**src/rtl/io_input_queue.sv**
```systemverilog
`timescale 1ns/1ps
// -----------------------------------------------------------------------------
// io_input_queue
//
// Producer side of the DMA input path. The raw apply pushbutton is
// synchronized and turned into a single push per press. Each push captures the
// switch word into a show-ahead FIFO that the DMA drains with one-cycle pops.
//
// Build option:
//   IO_INPUT_DEBOUNCE_EN  defined     -> four-state debounce FSM, a press must
//                                        hold DEBOUNCE_CYCLES cycles
//                         not defined -> every synchronized falling edge pushes
//
// Ports:
//   clock          sole clock, rising edge
//   init_flag      asynchronous active-low reset
//   apply_btn      raw pushbutton, low = pressed, asynchronous to clock
//   io_in          switch word captured on each push
//   rd_req         pop strobe, one pop per cycle while high and not empty
//   rd_data        registered head entry, valid while rd_valid
//   rd_valid       FIFO not empty
//   full           FIFO holds 2^DEPTH_LOG2 entries
//   inputs_amount  pending entry count, zero-extended
//   overflow_cnt   presses dropped while full, saturating at 255
// -----------------------------------------------------------------------------
module io_input_queue #(
  parameter int unsigned DEPTH_LOG2      = 5,
  parameter int unsigned WIDTH           = 22,
  parameter int unsigned DEBOUNCE_CYCLES = 50000
) (
  input  logic             clock,
  input  logic             init_flag,
  input  logic             apply_btn,
  input  logic [WIDTH-1:0] io_in,
  input  logic             rd_req,
  output logic [WIDTH-1:0] rd_data,
  output logic             rd_valid,
  output logic             full,
  output logic [15:0]      inputs_amount,
  output logic [7:0]       overflow_cnt
);

  localparam int unsigned DEPTH = 1 << DEPTH_LOG2;
  localparam int unsigned PW    = DEPTH_LOG2 + 1;

  if (DEBOUNCE_CYCLES < 2 || DEBOUNCE_CYCLES > 65535) begin : g_bad_debounce
    $error("io_input_queue: DEBOUNCE_CYCLES must be within 2..65535");
  end

  // ---- button synchronizer (resets to the released level) ----
  logic sync1_q;
  logic btn_s_q;
  logic push;

  always_ff @(posedge clock or negedge init_flag) begin
    if (!init_flag) begin
      sync1_q <= 1'b1;
      btn_s_q <= 1'b1;
    end else begin
      sync1_q <= apply_btn;
      btn_s_q <= sync1_q;
    end
  end

  // ---- press detection ----
`ifdef IO_INPUT_DEBOUNCE_EN
  typedef enum logic [1:0] {
    IDLE,
    PRESS_WAIT,
    HELD,
    RELEASE_WAIT
  } db_state_e;

  // The wait states compare the incremented count, so a level change is
  // accepted after DEBOUNCE_CYCLES consecutive samples including the one
  // that left IDLE/HELD.
  localparam logic [15:0] DCNT_LAST = 16'(DEBOUNCE_CYCLES - 1);

  db_state_e   state_q, state_d;
  logic [15:0] dcnt_q, dcnt_d, dcnt_inc;

  assign dcnt_inc = dcnt_q + 16'd1;

  always_ff @(posedge clock or negedge init_flag) begin
    if (!init_flag) begin
      state_q <= IDLE;
      dcnt_q  <= '0;
    end else begin
      state_q <= state_d;
      dcnt_q  <= dcnt_d;
    end
  end

  always_comb begin
    state_d = state_q;
    dcnt_d  = dcnt_q;
    push    = 1'b0;
    case (state_q)
      IDLE: begin
        if (!btn_s_q) begin
          state_d = PRESS_WAIT;
          dcnt_d  = '0;
        end
      end
      PRESS_WAIT: begin
        if (btn_s_q) begin
          state_d = IDLE;
        end else if (dcnt_inc == DCNT_LAST) begin
          state_d = HELD;
          push    = 1'b1;
        end else begin
          dcnt_d = dcnt_inc;
        end
      end
      HELD: begin
        if (btn_s_q) begin
          state_d = RELEASE_WAIT;
          dcnt_d  = '0;
        end
      end
      RELEASE_WAIT: begin
        if (!btn_s_q) begin
          state_d = HELD;
        end else if (dcnt_inc == DCNT_LAST) begin
          state_d = IDLE;
        end else begin
          dcnt_d = dcnt_inc;
        end
      end
      default: state_d = IDLE;
    endcase
  end
`else
  // Without debounce every synchronized 1->0 transition is a press.
  logic btn_prev_q;

  always_ff @(posedge clock or negedge init_flag) begin
    if (!init_flag) begin
      btn_prev_q <= 1'b1;
    end else begin
      btn_prev_q <= btn_s_q;
    end
  end

  assign push = btn_prev_q & ~btn_s_q;
`endif

  // ---- FIFO pointers, occupancy and overflow ----
  logic [WIDTH-1:0] mem [DEPTH];
  logic [PW-1:0]    wr_ptr_q, wr_ptr_d;
  logic [PW-1:0]    rd_ptr_q, rd_ptr_d;
  logic [PW-1:0]    count;
  logic [WIDTH-1:0] rd_data_q, rd_data_d;
  logic [7:0]       ovf_q, ovf_d;
  logic             empty, is_full, pop, wr_en;

  assign count   = wr_ptr_q - rd_ptr_q;
  assign empty   = (count == '0);
  assign is_full = (count == PW'(DEPTH));
  assign pop     = rd_req & ~empty;
  // A pop in the same cycle frees the slot, so a push while full still lands.
  assign wr_en   = push & (~is_full | pop);

  assign wr_ptr_d = wr_ptr_q + {{(PW-1){1'b0}}, wr_en};
  assign rd_ptr_d = rd_ptr_q + {{(PW-1){1'b0}}, pop};

  always_comb begin
    ovf_d = ovf_q;
    if (push && is_full && !pop && (ovf_q != 8'hFF)) begin
      ovf_d = ovf_q + 8'd1;
    end
  end

  // The head register looks ahead at the next read pointer; when that slot
  // is being written this very edge, the incoming word is forwarded.
  always_comb begin
    rd_data_d = mem[rd_ptr_d[DEPTH_LOG2-1:0]];
    if (wr_en && (wr_ptr_q == rd_ptr_d)) begin
      rd_data_d = io_in;
    end
  end

  always_ff @(posedge clock or negedge init_flag) begin
    if (!init_flag) begin
      wr_ptr_q  <= '0;
      rd_ptr_q  <= '0;
      ovf_q     <= '0;
      rd_data_q <= '0;
    end else begin
      wr_ptr_q  <= wr_ptr_d;
      rd_ptr_q  <= rd_ptr_d;
      ovf_q     <= ovf_d;
      rd_data_q <= rd_data_d;
    end
  end

  // Storage is left uncleared by reset.
  always_ff @(posedge clock) begin
    if (wr_en) begin
      mem[wr_ptr_q[DEPTH_LOG2-1:0]] <= io_in;
    end
  end

  // ---- outputs ----
  assign rd_data       = rd_data_q;
  assign rd_valid      = ~empty;
  assign full          = is_full;
  assign inputs_amount = 16'(count);
  assign overflow_cnt  = ovf_q;

endmodule

```
**config.mk**
```make
export PLATFORM = sky130hd
export DESIGN_NAME = io_input_queue
export DESIGN_NICKNAME = d
export VERILOG_FILES = /design/src/rtl/io_input_queue.sv
export SDC_FILE = /design/constraint.sdc
export NUM_CORES = 1
export LEC_CHECK = 0
export ABC_AREA = 1
export CORE_MARGIN = 5
export CORE_UTILIZATION = 65
export DETAILED_ROUTE_END_ITERATION = 10
export HOLD_SLACK_MARGIN = 0.1
export PLACE_DENSITY = 0.84
export SLEW_MARGIN = 10
export SYNTH_ARGS = -nofsm -noshare
export SYNTH_HDL_FRONTEND = slang
export SYNTH_SLANG_ARGS = --single-unit
export TNS_END_PERCENT = 10
```
**constraint.sdc**
```tcl
create_clock -name clock -period 8.3 [get_ports clock]
set_input_delay 0.83 -clock clock [delete_from_list [all_inputs] [get_ports clock]]
set_output_delay 0.83 -clock clock [all_outputs]
set_load 0.05 [all_outputs]
```
==> impl_metrics.ini <==
[clock_network]
cts_buffers = 73
clock-root-buffer = clkbuf_16
clock_path_buffers = 3
cts_htree_levels = 3
cts.clk_slew.worst_paths_ps = 60
clk_latency_ps = 600
tritoncts = built
post_cts_resized = 0
post_cts_buffers = 0
cts_hold_buf = 0
clock-sinks = 749

[global_routing]
grtUsageMet1 = 0.423
met3_usage = 0.0596
grt_max_degree = 207
met2_usage = 0.485
grt_antenna_before_repair = 1
grt_pass1_wl_um = 124000
overflow = 0
grt_pass1_vias = 21700
grt_usage = 0.307
grt-busiest-layer = met2

[power]
clkPwrFrac = 0.230
ir_drop_mv = 0.342
p_seq_frac = 0.322
p_sw_mw = 6.08
finalPower_mw = 13.9
p_sw_frac = 0.437
internal-power_mw = 7.83
p_leak_nw = 12.8
p_comb_frac = 0.448
powerDensity_nw_per_um2 = 405

[synth]
synth_seq_cells = 749
synth-adder-area-share = 0.00467
yosysWarnings = 0
synth_top_family_by_area = simple AND/OR/NAND/NOR gates
synth_cells = 2747
yosysSeqAreaShare = 0.716
avgSynthCellArea_um2 = 11.3
synth_cell_types = 32
yosys.area_share.simple = 0.216
synth_compound_area_frac = 0.0240
synth_mux_area_frac = 0
synth_xor_xnor_area_share = 0.00338
syn_area_um2 = 31100

[timing]
hold_violations = 0
rsz0062_at_grt = no
timing.final.crit_share = 0.647
worst_pin_slew_ps = 1290
fmax_mhz = 186
finClkSkew_ps = 18.5
final.setup.tns_ps = 0
final-max-slew-violation-count = 0
slew_headroom = 0.137
final.min_clock_period_ps = 5370
setup_viol = 0

[layout]
fin_area_um2 = 34300
n_fill_cell = 2922
final_cell_mix = 907 x nand2_1, 704 x edfxtp_1, 407 x nand3_1
fin_util = 0.722
layout-drive-gt1-share = 0.0749
nets = 2803
area_growth_pct = 10.4
final_cells = 3433
layout_commonest_cell = nand2_1

[floorplanning]
dieArea_um2 = 52300
die_x_um = 229
initial_utilization = 0.654
die_h_um = 229
core_um2 = 47500
boundaryPins = 74
fp-row-count = 80

[route]
routedWlPerCell_um = 23.8
first_iter_violations = 3758
drc = 0
postRouteAntennaNets = 0
wl_um = 81700
viasPerCell = 6.43
num_vias = 22100
drt_pre_antenna_iters = 9

[min_path]
hp-class = register to register
hold_start = sync1_q
whs_endpoint = btn_s_q
whs_path_depth = 0

[worst_setup_path]
crit_buf_inv = 4
r2r_end = rd_data[20]
cp_cell_sequence = inv_2, ha_1, fa_1, inv_1, nand3_1, nand2_1, nand2_1, nand2_1, nor2_2, a21oi_1, ha_4, inv_8, buf_12, nand2_1, nand3_1, nand3_1, nand2_1, nand2_1, nand2_1, nand2_1, nand2_1, nand2_1, nand2_1
critPathKind = register to register
crit_arrival_ps = 5900
r2r-start = wr_ptr_q[0]
slowest_stage = inv_8
path_common_cell = nand2_1
max_stage_delay_ps = 610
required_ps = 8830
reg2reg_depth = 23
crit_family = simple AND/OR/NAND/NOR gates
critPathCaptureType = register
crit_path_max_fanout = 206
critical_path.startpoint_type = register
rrSetupSlack_ps = 2930

[place]
place_congestion = 0.931
place_area_um2 = 32100
place_inst = 3306
dp_hpwl_um = 43000
io_buffers = 63

[run_status]
status = completed

[job]
cap_violations = 0
==> layer usage <==
metal  part of all wire  routed length (µm)  up-vias
met1               0.35               28200    10400
met5                  0                   0        -
met2               0.47               38200     1840
met3               0.14               11200      343
met4              0.050                4070        0
li1                   -                   -     9486
==> state kept, by name, indices dropped and copies added (netlist names) <==
name,count
rd_ptr_q,6
btn_prev_q,1
wr_ptr_q,6
rd_data,22
btn_s_q,1
sync1_q,1
overflow_cnt,8
mem,704
==> cell type report <==
cell class,instances,area [µm²],share of cell area
antenna,1,2.50,0.0000729
clock buffer,97,2040,0.0595
clock inverter,29,229,0.00667
inverter,57,229,0.00667
multi-input combinational,1783,7930,0.231
sequential,749,22300,0.648
tap,615,769,0.0224
timing repair buffer,102,871,0.0254
==> how the worst max path moves through the flow <==
stage / from / end / slack (ps) / cells after the start
2_1_floorplan: wr_ptr_q[0] / rd_data[10] / 4590 / 23
3_3_place_gp: wr_ptr_q[0] / rd_data[14] / 3380 / 23
3_5_place_dp: wr_ptr_q[0] / rd_data[2] / 3240 / 21
4_1_cts: wr_ptr_q[0] / rd_data[5] / 3110 / 23
5_1_grt: wr_ptr_q[0] / rd_data[15] / 2710 / 23
6_report: wr_ptr_q[0] / rd_data[20] / 2930 / 23
==> kinds of logic (layout without fill, tap and decap cells) <==
group,Yosys count,after routing
AND/OR/NAND/NOR,1614,1614
AO/OA/AOI/OAI,136,136
buffers and inverters,224,285
other,1,11
adder cells (fa/ha/maj),11,11
flip-flops,749,749
XOR/XNOR,12,12
==> Yosys cell counts <==
| library cell | count | area share |
|---|---|---|
| inv_1 | 49 | 0.0059 |
| buf_6 | 3 | 0.0011 |
| conb_1 | 1 | 0.00012 |
| nand3_2 | 2 | 0.00064 |
| nand3_1 | 407 | 0.065 |
| xnor2_1 | 4 | 0.0011 |
| nor3_1 | 2 | 0.00032 |
| nand2_2 | 2 | 0.00040 |
| edfxtp_1 | 704 | 0.68 |
| nor2_4 | 1 | 0.00036 |
| buf_4 | 42 | 0.010 |
| xor2_1 | 8 | 0.0023 |
| o21ai_0 | 108 | 0.017 |
| nor2_2 | 2 | 0.00040 |
| clkbuf_1 | 44 | 0.0053 |
| inv_2 | 6 | 0.00072 |
| nand4_2 | 4 | 0.0016 |
| fa_1 | 1 | 0.00064 |
| o211ai_1 | 25 | 0.0060 |
| ha_1 | 10 | 0.0040 |
| nand4_1 | 26 | 0.0052 |
| nand2_1 | 907 | 0.11 |
| inv_4 | 2 | 0.00040 |
| nor2_8 | 1 | 0.00064 |
| a21oi_2 | 1 | 0.00028 |
| nand2_4 | 1 | 0.00036 |
| dfstp_2 | 3 | 0.0025 |
| buf_1 | 11 | 0.0013 |
| nor2_1 | 259 | 0.031 |
| a21oi_1 | 2 | 0.00032 |
| dfrtp_1 | 42 | 0.034 |
| buf_2 | 67 | 0.011 |
==> power by group through the flow <==
stage / Sequential [mW] / Combinational (mW) / Clock (mW)
2_1_floorplan: 4.69 / 4.10 / 0
3_3_place_gp: 4.55 / 5.71 / 0
3_5_place_dp: 4.55 / 5.93 / 0
4_1_cts: 4.48 / 6.07 / 3.21
5_1_grt: 4.49 / 6.71 / 3.36
6_report: 4.48 / 6.23 / 3.20
==> metrics by stage <==
stage	hold slack (ps)	worst slack, ps
after floorplan	345	4590
after global placement	349	3380
after detailed placement	350	3240
after CTS	361	3110
after global routing	363	2710
final	359	2930
Note: power is estimated with default switching activity, not from simulation.
